===== config.mk =====
export PLATFORM = sky130hd
export DESIGN_NAME = sobel_seq
export DESIGN_NICKNAME = d
export VERILOG_FILES = /design/src/rtl/sobel_seq.sv
export SDC_FILE = /design/constraint.sdc
export NUM_CORES = 1
export LEC_CHECK = 0
export CAP_MARGIN = 5
export CORE_UTILIZATION = 59
export CTS_CLUSTER_SIZE = 16
export DETAILED_ROUTE_END_ITERATION = 16
export PLACE_DENSITY = 0.84
export SYNTH_ARGS = -nofsm -noshare
export SYNTH_HDL_FRONTEND = slang
export SYNTH_SLANG_ARGS = --single-unit

===== constraint.sdc =====
create_clock -name clk -period 7 [get_ports clk]
set_input_delay 0.7 -clock clk [delete_from_list [all_inputs] [get_ports clk]]
set_output_delay 0.7 -clock clk [all_outputs]
set_load 0.01 [all_outputs]

===== src/rtl/sobel_seq.sv =====
// Frame sequencer for a 3x3 Sobel datapath: tags each camera pixel with its
// (row, col), flags full windows, drains the pipeline, and reports config/overflow errors.
module sobel_seq #(
    parameter int DRAIN = 2,
    parameter int MAXW  = 1024
) (
    input  logic        clk,
    input  logic        rst,
    input  logic        start,
    input  logic [12:0] width,
    input  logic [12:0] height,
    input  logic [7:0]  pix_in,
    input  logic        pix_in_vld,
    output logic [7:0]  pix_out,
    output logic [12:0] row_out,
    output logic [12:0] col_out,
    output logic        filt_en,
    output logic        win_vld,
    output logic        busy,
    output logic        frame_done,
    output logic        err_cfg,
    output logic        err_ovf,
    output logic [1:0]  state_dbg
);

    typedef enum logic [1:0] {IDLE, ACTIVE, FLUSH, DONE} state_t;

    localparam logic [12:0] MAXW_L     = 13'(MAXW);
    localparam logic [12:0] DRAIN_LAST = 13'(DRAIN - 1);

    state_t      state_q, state_d;
    logic [12:0] w_q, w_d, h_q, h_d;
    logic [12:0] row_q, row_d, col_q, col_d;
    logic [7:0]  pix_out_q, pix_out_d;
    logic [12:0] row_out_q, row_out_d, col_out_q, col_out_d;
    logic        filt_en_q, filt_en_d, win_vld_q, win_vld_d;
    logic        busy_q, busy_d, frame_done_q, frame_done_d;
    logic        err_cfg_q, err_cfg_d, err_ovf_q, err_ovf_d;

    always_comb begin
        state_d      = state_q;
        w_d          = w_q;
        h_d          = h_q;
        row_d        = row_q;
        col_d        = col_q;
        pix_out_d    = 8'd0;
        row_out_d    = row_out_q;
        col_out_d    = col_out_q;
        filt_en_d    = 1'b0;
        win_vld_d    = 1'b0;
        frame_done_d = 1'b0;
        err_cfg_d    = err_cfg_q;
        err_ovf_d    = err_ovf_q;

        case (state_q)
            IDLE: begin
                if (pix_in_vld) err_ovf_d = 1'b1;
                if (start) begin
                    w_d = width;
                    h_d = height;
                    if (width >= 13'd3 && width <= MAXW_L && height >= 13'd3) begin
                        state_d   = ACTIVE;
                        err_cfg_d = 1'b0;
                        err_ovf_d = 1'b0;
                        row_d     = 13'd0;
                        col_d     = 13'd0;
                    end else begin
                        err_cfg_d = 1'b1;
                    end
                end
            end
            ACTIVE: begin
                // row_q/col_q always name the coordinate of the next pixel to arrive
                if (pix_in_vld) begin
                    pix_out_d = pix_in;
                    row_out_d = row_q;
                    col_out_d = col_q;
                    filt_en_d = 1'b1;
                    win_vld_d = (row_q >= 13'd2) && (row_q <= h_q - 13'd1) &&
                                (col_q >= 13'd2) && (col_q <= w_q - 13'd1);
                    if (col_q == w_q - 13'd1) begin
                        col_d = 13'd0;
                        if (row_q == h_q - 13'd1) begin
                            row_d   = h_q;
                            state_d = FLUSH;
                        end else begin
                            row_d = row_q + 13'd1;
                        end
                    end else begin
                        col_d = col_q + 13'd1;
                    end
                end
            end
            FLUSH: begin
                // col_q doubles as the drain index while flushing
                if (pix_in_vld) err_ovf_d = 1'b1;
                filt_en_d = 1'b1;
                row_out_d = h_q;
                col_out_d = col_q;
                if (col_q >= DRAIN_LAST) state_d = DONE;
                else                     col_d   = col_q + 13'd1;
            end
            DONE: begin
                if (pix_in_vld) err_ovf_d = 1'b1;
                frame_done_d = 1'b1;
                state_d      = IDLE;
            end
            default: state_d = IDLE;
        endcase

        busy_d = (state_d != IDLE);
    end

    always_ff @(posedge clk) begin
        if (rst) begin
            state_q      <= IDLE;
            w_q          <= 13'd0;
            h_q          <= 13'd0;
            row_q        <= 13'd0;
            col_q        <= 13'd0;
            pix_out_q    <= 8'd0;
            row_out_q    <= 13'd0;
            col_out_q    <= 13'd0;
            filt_en_q    <= 1'b0;
            win_vld_q    <= 1'b0;
            busy_q       <= 1'b0;
            frame_done_q <= 1'b0;
            err_cfg_q    <= 1'b0;
            err_ovf_q    <= 1'b0;
        end else begin
            state_q      <= state_d;
            w_q          <= w_d;
            h_q          <= h_d;
            row_q        <= row_d;
            col_q        <= col_d;
            pix_out_q    <= pix_out_d;
            row_out_q    <= row_out_d;
            col_out_q    <= col_out_d;
            filt_en_q    <= filt_en_d;
            win_vld_q    <= win_vld_d;
            busy_q       <= busy_d;
            frame_done_q <= frame_done_d;
            err_cfg_q    <= err_cfg_d;
            err_ovf_q    <= err_ovf_d;
        end
    end

    assign pix_out    = pix_out_q;
    assign row_out    = row_out_q;
    assign col_out    = col_out_q;
    assign filt_en    = filt_en_q;
    assign win_vld    = win_vld_q;
    assign busy       = busy_q;
    assign frame_done = frame_done_q;
    assign err_cfg    = err_cfg_q;
    assign err_ovf    = err_ovf_q;
    assign state_dbg  = state_q;

endmodule

After elaboration in Yosys (flattened, before gate mapping)

Index checks and enable logic that the tools add are counted.
W data, S select, Z words.

Flip-flop bits (word level): 94
Latch bits: 0
Memory bits (writable): 0
ROM bits: 0
Output and inout port bits: 42
Memories kept: 0

Add/subtract/negate cells: 4
$mul: 0
Div/mod/pow operators: 0
$lt $le $gt $ge: 8
Equal/unequal tests: 10
Shift operators: 0
Muxes and demuxes: 29
Bitwise gates (word level): 2
Reduce and logical (&&, ||, !) cells: 17

Operators with widths:

| operator                | count |
|---|---|
| $mux W13                | 10 |
| $pmux W13 S2            | 3 |
| $ge A13 B2 Y1 const B   | 4 |
| $pmux W13 S3            | 1 |
| $add A13 B1 Y13 const B | 2 |
| $eq A13 B13 Y1          | 2 |
| $le A13 B13 Y1          | 2 |
| $sub A13 B1 Y13 const B | 2 |
| $ge A13 B1 Y1 const B   | 1 |
| $le A13 B11 Y1 const B  | 1 |
| $mux W2                 | 6 |
| $ne A2 B2 Y1 const B    | 5 |
| $reduce_and A5 Y1       | 2 |
| $pmux W2 S4             | 1 |
| $reduce_bool A2 Y1      | 4 |
| $mux W1                 | 6 |
| $logic_and A1 B1 Y1     | 5 |
| $eq A2 B2 Y1 const B    | 2 |
| $pmux W1 S2             | 2 |
| $reduce_and A2 Y1       | 2 |
| $reduce_bool A3 Y1      | 1 |
| $reduce_or A3 Y1        | 1 |
| $eq A2 B1 Y1 const B    | 1 |
| $logic_not A2 Y1        | 1 |
| 2 further kinds         | 3 |

Longest topological paths before layout

Gate-level depths: netlist of run 1.

Depth in word-level cells: 7
Mapped depth: 14

Worst setup path after synthesis of run 1

OpenSTA, ideal clock, no wires.

Path kind: register to register
Start point: reg w_q[2]
End point: reg row_q[6]
Setup time: 0.073 ns
Data arrival time: 3.137 ns
Setup slack: 3.790 ns
Stages on the path, launching flop included: 13
Buffers on the path: 1
Period minus slack after synthesis: 3.210 ns
Cell sequence: dfxtp_1 > nor4_1 > nand2_1 > nor3_1 > xnor2_1 > ha_1 > nand4_2 > nor4_2 > nand3_1 > a2111o_1 > buf_6 > o32a_1 > o22ai_2

Cells in the longest elaborated chain, start to end: 4

Ends and longest elaborated chain:

| what                        | RTL line | source |
|---|---|---|
| start, declared             | 32       | `logic [12:0] w_q, w_d, h_q, h_d;` |
| start signal, assigned      | 132      | `w_q <= w_d;` |
| $sub A13 B1 Y13             | 81       | `if (col_q == w_q - 13'd1) begin` |
| $eq A13 B13 Y1              | 81       |  |
| $ne A2 B2 Y1 (no line)      | -        |  |
| $reduce_and A5 Y1 (no line) | -        |  |
| end signal, assigned        | 134      | `row_q <= row_d;` |
| end, declared               | 33       | `logic [12:0] row_q, row_d, col_q, col_d;` |

No other way between the ends.
A chain may end at the register's enable or synchronous reset.

Worst setup path in the final report of run 1

Start point: reg w_q[2]
End point: reg row_q[9]

Same word-level chain as after synthesis.

==> results of run 1 <==
[cells by family after synthesis]
| family | count (synthesis) | share of synthesized area [%] |
|---|---|---|
| compound gates | 165 | 21.0 |
| buf+inv | 51 | 4.41 |
| simple gates | 264 | 23.9 |
| fa+ha+maj | 38 | 8.96 |
| xor+xnor | 23 | 3.80 |
| mux | 13 | 2.45 |
| flops | 94 | 35.5 |
[area by class of cell]
class | instances | area share, %
timing repair buffer | 84 | 13.1
inverter | 17 | 1.01
clock inverter | 7 | 1.15
multi-input combinational | 503 | 50.8
sequential | 94 | 29.9
clock buffer | 9 | 1.97
tap | 108 | 2.14
[metrics by stage]
| step | std cells | utilization, % | hold slack, ns | cell area [sq um] |
|---|---|---|---|---|
| final | 822 | 72.2 | 0.453 | 6300 |
| after global placement | 806 | 70.0 | 0.438 | 6100 |
| after CTS | 822 | 72.2 | 0.457 | 6300 |
| after global routing | 822 | 72.2 | 0.480 | 6300 |
| after floorplan | 648 | - | 0.449 | 5310 |
| after detailed placement | 806 | 70.0 | 0.445 | 6100 |
[power by group through the flow]
stage	clock network [mW]	registers (mW)	logic, mW
final	0.366	0.562	0.166
after CTS	0.370	0.562	0.165
after global routing	0.390	0.564	0.182
after detailed placement	0	0.574	0.163
after floorplan	0	0.570	0.107
after global placement	0	0.574	0.155
[registers in the layout (all words and copies together) (netlist names), 2 cells and up]
signal     flops
h_q           13
w_q           13
col_q         13
state_dbg      2
row_q         13
pix_out        8
row_out       13
col_out       13
[final timing paths]
path / slack (ns) / to
setup / recovery: 3.23 / row_q[9]
hold / removal: 0.45 / col_out[10]
setup reg to reg: 3.23 / row_q[9]
hold reg to reg: 0.45 / col_out[10]
[metal layers]
layer / track usage (%) / share of wire, % / vias to the layer above
li1: - / - / 2440
met5: 0 / 0 / -
met4: 12.9 / 3.5 / 0
met3: 5.35 / 6.3 / 42
met2: 53.1 / 50 / 186
met1: 36.6 / 41 / 2371
[cell usage in the layout (no fill, tap or decap), types with 11 or more instances in the layout]
cell type / Yosys / routed
a21oi_1: 68 / 68
ha_1: 38 / 38
and2_1: 11 / 11
clkdlybuf4s50_1: 0 / 78
inv_1: 17 / 17
nand2_1: 110 / 110
nor2_1: 45 / 45
nor4_1: 18 / 17
a211oi_1: 17 / 17
nand3_1: 13 / 13
nor3_1: 12 / 12
o21ai_0: 22 / 21
xnor2_1: 15 / 15
dfxtp_1: 94 / 94
mux2i_1: 13 / 13
[worst min-delay path: stages, from the launching register on]
cell     delay [ns]
dfxtp_1        0.32
nand2_1        0.05
a21oi_1        0.05
==> results.toml, run 1 <==
[synthesis]
ys.flop_type = "dfxtp_1"
syn_area_sq_um = 5310
yosys.area.top_type = "dfxtp_1"
synth_area_leaders = "dfxtp_1 35%, ha_1 9.0%, nand2_1 7.8%"
synth_edf_count = 0
syn_inst = 648
async_flop_share_pct = 0
synth.distinct_cells = 68
syn-num-nets = 724
yosys.area.top_type_share_pct = 35.5
ys_seq_area_share_pct = 35.5
syn_avg_cell_area_sq_um = 8.19
ys_ff_latch = 94
post-synth-top-count-cell = "nand2_1"
synth_warnings = 0
synth_common_cells = "110 x nand2_1, 94 x dfxtp_1, 68 x a21oi_1"

[critical_path]
cp_data_arrival_time_ns = 4.03
start_kind = "flip-flop"
crit_fanout = 16
crit_start = "w_q[2]"
cp_common_cell = "nor4_1"
cp_num_buf_inv = 0
critical_path.cell_chain = "nor4_1 -> nand2_1 -> nor4_1 -> xnor2_1 -> ha_1 -> nand4_2 -> nor4_2 -> nand3_1 -> a22oi_2 -> a21oi_1 -> a211oi_1"
end_kind = "flip-flop"
rr_worst_depth = 11
crit_required_ns = 7.27
slowest_delay_ns = 0.66
cp_slowest_cell = "a22oi_2"
rr_startpoint = "w_q[2]"
critPathTopFamily = "simple AND/OR/NAND/NOR gates"
critical_path_depth = 11
worstSetupPathType = "flip-flop to flip-flop"

[floorplan]
core-area_sq_um = 8720
num_io_pins = 80
die_y_um = 96.8
die_w_um = 96.8
start_util_pct = 60.8
rows = 34
dieArea_sq_um = 9380

[final_layout]
synthToLayoutAreaGrowth_pct = 18.7
layout.nets = 785
multi_input_area_sq_um = 3200
fillerInstances = 683
register_area_sq_um = 1880
n_antenna_cell = 0
drive_gt1_share_pct = 5.88

[drt]
drc = 0
first_pass_iters = 7
routed_wl_mm = 14.4
antenna_left = 0
vias = 5039
wl_per_cell_um = 17.5
via_per_inst = 6.13
drt_iter0_drc = 298

[place]
dp_worst_setup_slack_ns = 3.31
io_buffers = 79
place_hpwl_mm = 10.3
gp_congestion = 0.925

[global_routing]
grt_usage_pct = 30.4
grt-ovfl-total = 0
grt_antenna_before_repair = 0
grt_max_degree = 84
grt_pass1_wl_mm = 23.1
grt_pass1_vias = 4827

[clock_tree]
clk_pin_slew_ns = 0.09
hold_buffers = 0
tritoncts = "done"
cts_htree_levels = 3
cts_setup_buffers = 0
clk_path_buf_depth = 2
cts.sinks = 94
clock_latency_ns = 0.37
cts-resized-gates = 0
cts_root_buf = "clkbuf_8"
tritoncts.num_buffers = 9

[sta]
hold_viol = 0
timing.fmax_mhz = 266
max_slew_margin_pct = 24.4
fin_skew_ns = 0.0106
fin_setup_tns_ns = 0
setup_viol_count_final = 0
fin_ws_ns = 3.23
period_needed_ns = 3.77
slew_violations = 0
min_period_over_period_pct = 53.8
worst_pin_slew_ns = 1.13
grt_setup_unrepaired = "no"

[power]
pwr-share-seq_pct = 51.4
p_leak_nw = 2.33
internal-power_mw = 0.787
power_mw = 1.09
switching_share_pct = 28.0
switchingPower_mw = 0.307
vdd_ir_drop_max_uv = 111
comb_power_share_pct = 15.1
clkPwrFrac_pct = 33.4
powerDensity_nw_per_um2 = 174

[status]
status = "complete, no violations"

[hold_path]
hold_class = "flip-flop to flip-flop"
holdCritStartpoint = "col_out[10]"
min_path_cells = 2

[job]
cap_violations = 0
(Power assumes the default switching activity.)
==> run 2: changes to the inputs <==
--- a/config.mk
+++ b/config.mk
@@ -6,10 +6,10 @@
 export NUM_CORES = 1
 export LEC_CHECK = 0
 export CAP_MARGIN = 5
-export CORE_UTILIZATION = 59
+export CORE_UTILIZATION = 49
 export CTS_CLUSTER_SIZE = 16
 export DETAILED_ROUTE_END_ITERATION = 16
-export PLACE_DENSITY = 0.84
+export PLACE_DENSITY = 0.74
 export SYNTH_ARGS = -nofsm -noshare
 export SYNTH_HDL_FRONTEND = slang
 export SYNTH_SLANG_ARGS = --single-unit
==> constraint.sdc (replaced) <==
create_clock -name clk -period 3.2 [get_ports clk]
set_input_delay 0.32 -clock clk [delete_from_list [all_inputs] [get_ports clk]]
set_output_delay 0.32 -clock clk [all_outputs]
set_load 0.01 [all_outputs]
==> run 2 against run 1 <==
Effect of this change: clock power increased by 140%; core utilization fell by 7.5 points; register-to-register slack got worse by 3.2 ns; final area rose by 7.1%; flip-flop and latch count did not move; worst hold slack better by 0.00060 ns; die area increased by 20%; largest cell class unchanged; highest routed layer unchanged.
==> results.toml, run 2 (synthesis gave the netlist of run 1 again) <==
[floorplan]
rows = 37
core-area_sq_um = 10400
num_io_pins = 80
die_y_um = 106
die_w_um = 106
start_util_pct = 50.9
dieArea_sq_um = 11200

[drt]
wl_met2_mm = 7.45
first_pass_iters = 5
met3_length_um = 657
drc = 0
drt_iter0_drc = 323
met1Wirelength_mm = 6.46
via_per_inst = 5.84
wl_per_cell_um = 17.2
top_layer = "met4"
antenna_left = 0
routed_wl_mm = 15.1
vias = 5132

[critical_path]
worstSetupPathType = "flip-flop to flip-flop"
start_kind = "flip-flop"
crit_required_ns = 3.48
cp_slowest_cell = "or3_4"
critPathTopFamily = "simple AND/OR/NAND/NOR gates"
end_kind = "flip-flop"
crit_start = "h_q[1]"
ff2ff_setup_slack_ns = 0.05
slowest_delay_ns = 0.35
cp_common_cell = "buf_4"
cp_num_buf_inv = 4
crit_fanout = 3
reg2reg_to = "busy"
cp_data_arrival_time_ns = 3.44
critical_path.cell_chain = "inv_2 -> ha_2 -> nand2_2 -> or3_4 -> buf_4 -> nor2_2 -> xnor2_1 -> ha_1 -> nand4_1 -> nor4_4 -> buf_4 -> buf_4 -> a311oi_2 -> o22ai_1 -> o311a_1 -> or2_2"
cp-endpoint = "busy"
rr_startpoint = "h_q[1]"
critical_path_depth = 16
rr_worst_depth = 16

[clock_tree]
cts_root_buf = "clkbuf_8"
tritoncts.num_buffers = 9
cts.sinks = 94
clock_latency_ns = 0.40
clk_pin_slew_ns = 0.09
clk_path_buf_depth = 2
cts_htree_levels = 3
tritoncts = "done"

[final_layout]
mostFrequentLayoutCells = "108 x nand2_1, 91 x dfxtp_1, 78 x clkdlybuf4s50_1"
drive_gt1_share_pct = 12.4
final_common_cell = "nand2_1"
multi_input_area_sq_um = 3370
synthToLayoutAreaGrowth_pct = 27.2
register_area_sq_um = 1890
final_util_pct = 64.8
fillerInstances = 906
instances_no_fill = 879
layout.nets = 815
n_antenna_cell = 0

[power]
p_leak_nw = 2.53
powerDensity_nw_per_um2 = 377
power_mw = 2.54
vdd_ir_drop_max_uv = 266

[sta]
min_period_over_period_pct = 98.6
period_needed_ns = 3.15
fin_skew_ns = 0.00917
hold_viol = 0
setup_viol_count_final = 0
timing.fmax_mhz = 317
slew_violations = 0
grt_setup_unrepaired = "yes"
worst_pin_slew_ns = 1.21
fin_setup_tns_ns = 0
max_slew_margin_pct = 19.2
fin_ws_ns = 0.0453

[global_routing]
grt_pass1_vias = 4905
grt_max_degree = 56
grt_usage_pct = 27.3
grt_pass1_wl_mm = 24.1
grt_antenna_before_repair = 0
grt-ovfl-total = 0

[place]
dp.cells = 855
place_hpwl_mm = 10.7
io_buffers = 79
gp_congestion = 0.888
dp_worst_setup_slack_ns = 0.0104

[hold_path]
hold_class = "input port to flip-flop"
holdCritStartpoint = "rst"

[status]
status = "complete, no violations"

[job]
cap_violations = 0
[run 2: metrics by stage]
stage,area (sq um),hold WS (ns)
after floorplan,5310,0.442
after global placement,6300,0.437
after detailed placement,6300,0.448
after CTS,6530,0.424
after global routing,6750,0.455
final,6750,0.453
[run 2: per-layer routing]
layer | global-route usage [%] | up-vias
met5 | 0 | -
met4 | 14.6 | 0
met3 | 4.35 | 36
met2 | 46.5 | 156
met1 | 32.9 | 2441
li1 | - | 2499
[run 2: worst min-delay path by stage]
| stage | slack (ns) | cells past startpoint | to |
|---|---|---|---|
| after floorplan | 0.44 | 1 | pix_out[0] |
| after global placement | 0.44 | 2 | col_out[10] |
| after detailed placement | 0.45 | 2 | col_out[11] |
| after CTS | 0.42 | 2 | frame_done |
| after global routing | 0.46 | 2 | frame_done |
| final | 0.45 | 2 | frame_done |
[run 2: what timing repair did]
action                                  in CTS  in global routing
resized for setup                            1                 32
buffers inserted                             0                  6
pin swaps                                    1                 21
cloned                                       0                  3
hold buffers                                 0                  0
endpoints found under the setup margin       2                 28
[run 2: cell type report]
| class | count | area share, % |
|---|---|---|
| repair buffers | 112 | 15.4 |
| flip-flops and latches | 94 | 27.9 |
| clock buffers | 13 | 2.65 |
| clock inverters | 2 | 0.575 |
| inverters | 17 | 0.946 |
| multi-input cells | 505 | 49.9 |
| well taps | 136 | 2.52 |
[run 2: worst reg2reg max path, stage by stage, from the launching register on]
cell,delay [ns]
dfxtp_1,0.33
inv_2,0.07
ha_2,0.20
nand2_2,0.07
or3_4,0.35
buf_4,0.17
nor2_2,0.14
xnor2_1,0.15
ha_1,0.27
nand4_1,0.18
nor4_4,0.06
buf_4,0.14
buf_4,0.13
a311oi_2,0.25
o22ai_1,0.10
o311a_1,0.15
or2_2,0.29
[run 2: report_power, final]
part / switching, mW / internal [mW] / leakage, nW
Clock: 0.428 / 0.444 / 0.112
Combinational: 0.235 / 0.209 / 1.66
Sequential: 0.0284 / 1.20 / 0.764
Total: 0.692 / 1.85 / 2.53
==> run 3: changes to the inputs <==
--- a/config.mk
+++ b/config.mk
@@ -5,7 +5,7 @@
 export SDC_FILE = /design/constraint.sdc
 export NUM_CORES = 1
 export LEC_CHECK = 0
-export CAP_MARGIN = 5
+export CORE_MARGIN = 5
 export CORE_UTILIZATION = 49
 export CTS_CLUSTER_SIZE = 16
 export DETAILED_ROUTE_END_ITERATION = 16
==> run 3 against run 2 <==
Effect of this change: critical path depth down 5; clock-buffer cell count unchanged; fmax up 1.1%; first-iteration DRC count up 59%; register-to-register slack better by 0.03 ns; flip-flop and latch count unchanged; wire length up 3.1%; clock skew down 0.0027 ns; worst hold slack better by 0.0031 ns; non-clock buffer count up 1; largest cell class unchanged; largest power group unchanged.
==> results.toml, run 3 (synthesis gave the netlist of run 1 again) <==
[status]
status = "complete, no violations"

[drt]
first_pass_iters = 5
drt_iter0_drc = 515
wl_per_cell_um = 17.6
routed_wl_mm = 15.6
vias = 5142
antenna_left = 0
via_per_inst = 5.82
drc = 0

[sta]
period_needed_ns = 3.12
hold_viol = 0
min_period_over_period_pct = 97.5
worst_pin_slew_ns = 1.06
grt_setup_unrepaired = "yes"
setup_viol_count_final = 0
slew_violations = 0
timing.fmax_mhz = 320
max_slew_margin_pct = 29.6
fin_skew_ns = 0.00643
hold_ws_ns = 0.456
fin_setup_tns_ns = 0

[global_routing]
grt_pass1_vias = 5117
grt_antenna_before_repair = 0
grt_pass1_wl_mm = 25.0
grt_max_degree = 57
grt-ovfl-total = 0
grt_usage_pct = 24.0

[place]
io_buffers = 79
gp_congestion = 0.882
place_hpwl_mm = 11.2

[critical_path]
end_kind = "flip-flop"
worstSetupPathType = "flip-flop to flip-flop"
cp_slowest_cell = "a2111o_1"
critPathTopFamily = "simple AND/OR/NAND/NOR gates"
cp_data_arrival_time_ns = 3.43
start_kind = "flip-flop"
crit_fanout = 5
slowest_delay_ns = 0.52
rr_startpoint = "w_q[5]"
cp_common_cell = "nor4_4"
critical_path.cell_chain = "nor4_4 -> nand2_2 -> nor3_2 -> xnor2_1 -> ha_1 -> nand4_1 -> nor4_4 -> nand3_2 -> a2111o_1 -> o32a_1 -> o22ai_2"
cp_num_buf_inv = 0
crit_required_ns = 3.51
crit_start = "w_q[5]"

[floorplan]
die_y_um = 114
core-area_sq_um = 10700
dieArea_sq_um = 13000
die_w_um = 114
num_io_pins = 80
start_util_pct = 49.4
rows = 38

[hold_path]
holdCritStartpoint = "col_out[11]"
hold_class = "flip-flop to flip-flop"

[clock_tree]
cts_htree_levels = 3
tritoncts.num_buffers = 9
cts_root_buf = "clkbuf_8"
clock_latency_ns = 0.37
clk_path_buf_depth = 2
tritoncts = "done"
clk_pin_slew_ns = 0.09
cts.sinks = 94
hold_buffers = 0

[final_layout]
drive_gt1_share_pct = 12.9
layout.nets = 815
n_antenna_cell = 0
final_common_cell = "nand2_1"
mostFrequentLayoutCells = "107 x nand2_1, 91 x dfxtp_1, 78 x clkdlybuf4s50_1"
synthToLayoutAreaGrowth_pct = 28.6
final_util_pct = 63.5

[job]
cap_violations = 0

[power]
p_leak_nw = 2.56
powerDensity_nw_per_um2 = 379
vdd_ir_drop_max_uv = 180
==> run 3: worst reg2reg max path: stages, from the launching register on <==
cell and delay (ns):
dfxtp_2 0.36, nor4_4 0.35, nand2_2 0.14, nor3_2 0.17, xnor2_1 0.09, ha_1 0.30
nand4_1 0.20, nor4_4 0.35, nand3_2 0.14, a2111o_1 0.52, o32a_1 0.34, o22ai_2 0.12
==> run 3: layout make-up <==
type	instances	area, sq um
Timing Repair Buffer	113	1110
Tap cell	140	175
Clock buffer	13	169
Inverter	17	63.8
Clock inverter	3	65.1
Fill cell	957	3920
Sequential cell	94	1890
Multi-Input combinational cell	504	3360
==> run 3: per-stage QoR <==
step	worst slack [ns]	power (mW)	std cells	cell area (sq um)
5_1_grt	-0.0460	2.70	884	6820
3_5_place_dp	-0.0885	1.64	859	6320
2_1_floorplan	0.0648	1.48	648	5310
4_1_cts	0.00527	2.56	877	6580
6_report	0.0796	2.59	884	6820
3_3_place_gp	0.0746	1.62	859	6320
==> run 3: final timing paths <==
kind                                     to  slack (ns)  depth (start not counted)
worst max-delay path               row_q[6]        0.08                         11
worst min-delay path            col_out[11]        0.46                          2
worst max register to register     row_q[6]        0.08                         11
worst min register to register  col_out[11]        0.46                          2
==> run 3: repair_timing <==
item	4_1_cts	5_1_grt
gates resized for setup	2	37
gates cloned	0	2
hold endpoints to repair	0	0
buffers inserted	2	5
pin swaps	1	18
setup endpoints to repair	5	26
==> run 3: per-layer routing <==
layer | global-route usage (%) | vias up | part of all wire, %
met5 | 0 | - | 0
met4 | 10.3 | 0 | 2.7
met3 | 3.65 | 32 | 4.9
met2 | 42.7 | 181 | 52
met1 | 28.5 | 2425 | 41
li1 | - | 2504 | -
==> run 3: power breakdown <==
part	switching [mW]	internal, mW	total, mW	leakage [nW]
registers	0.0271	1.20	1.22	0.764
clock network	0.427	0.504	0.931	0.120
logic	0.230	0.201	0.431	1.68
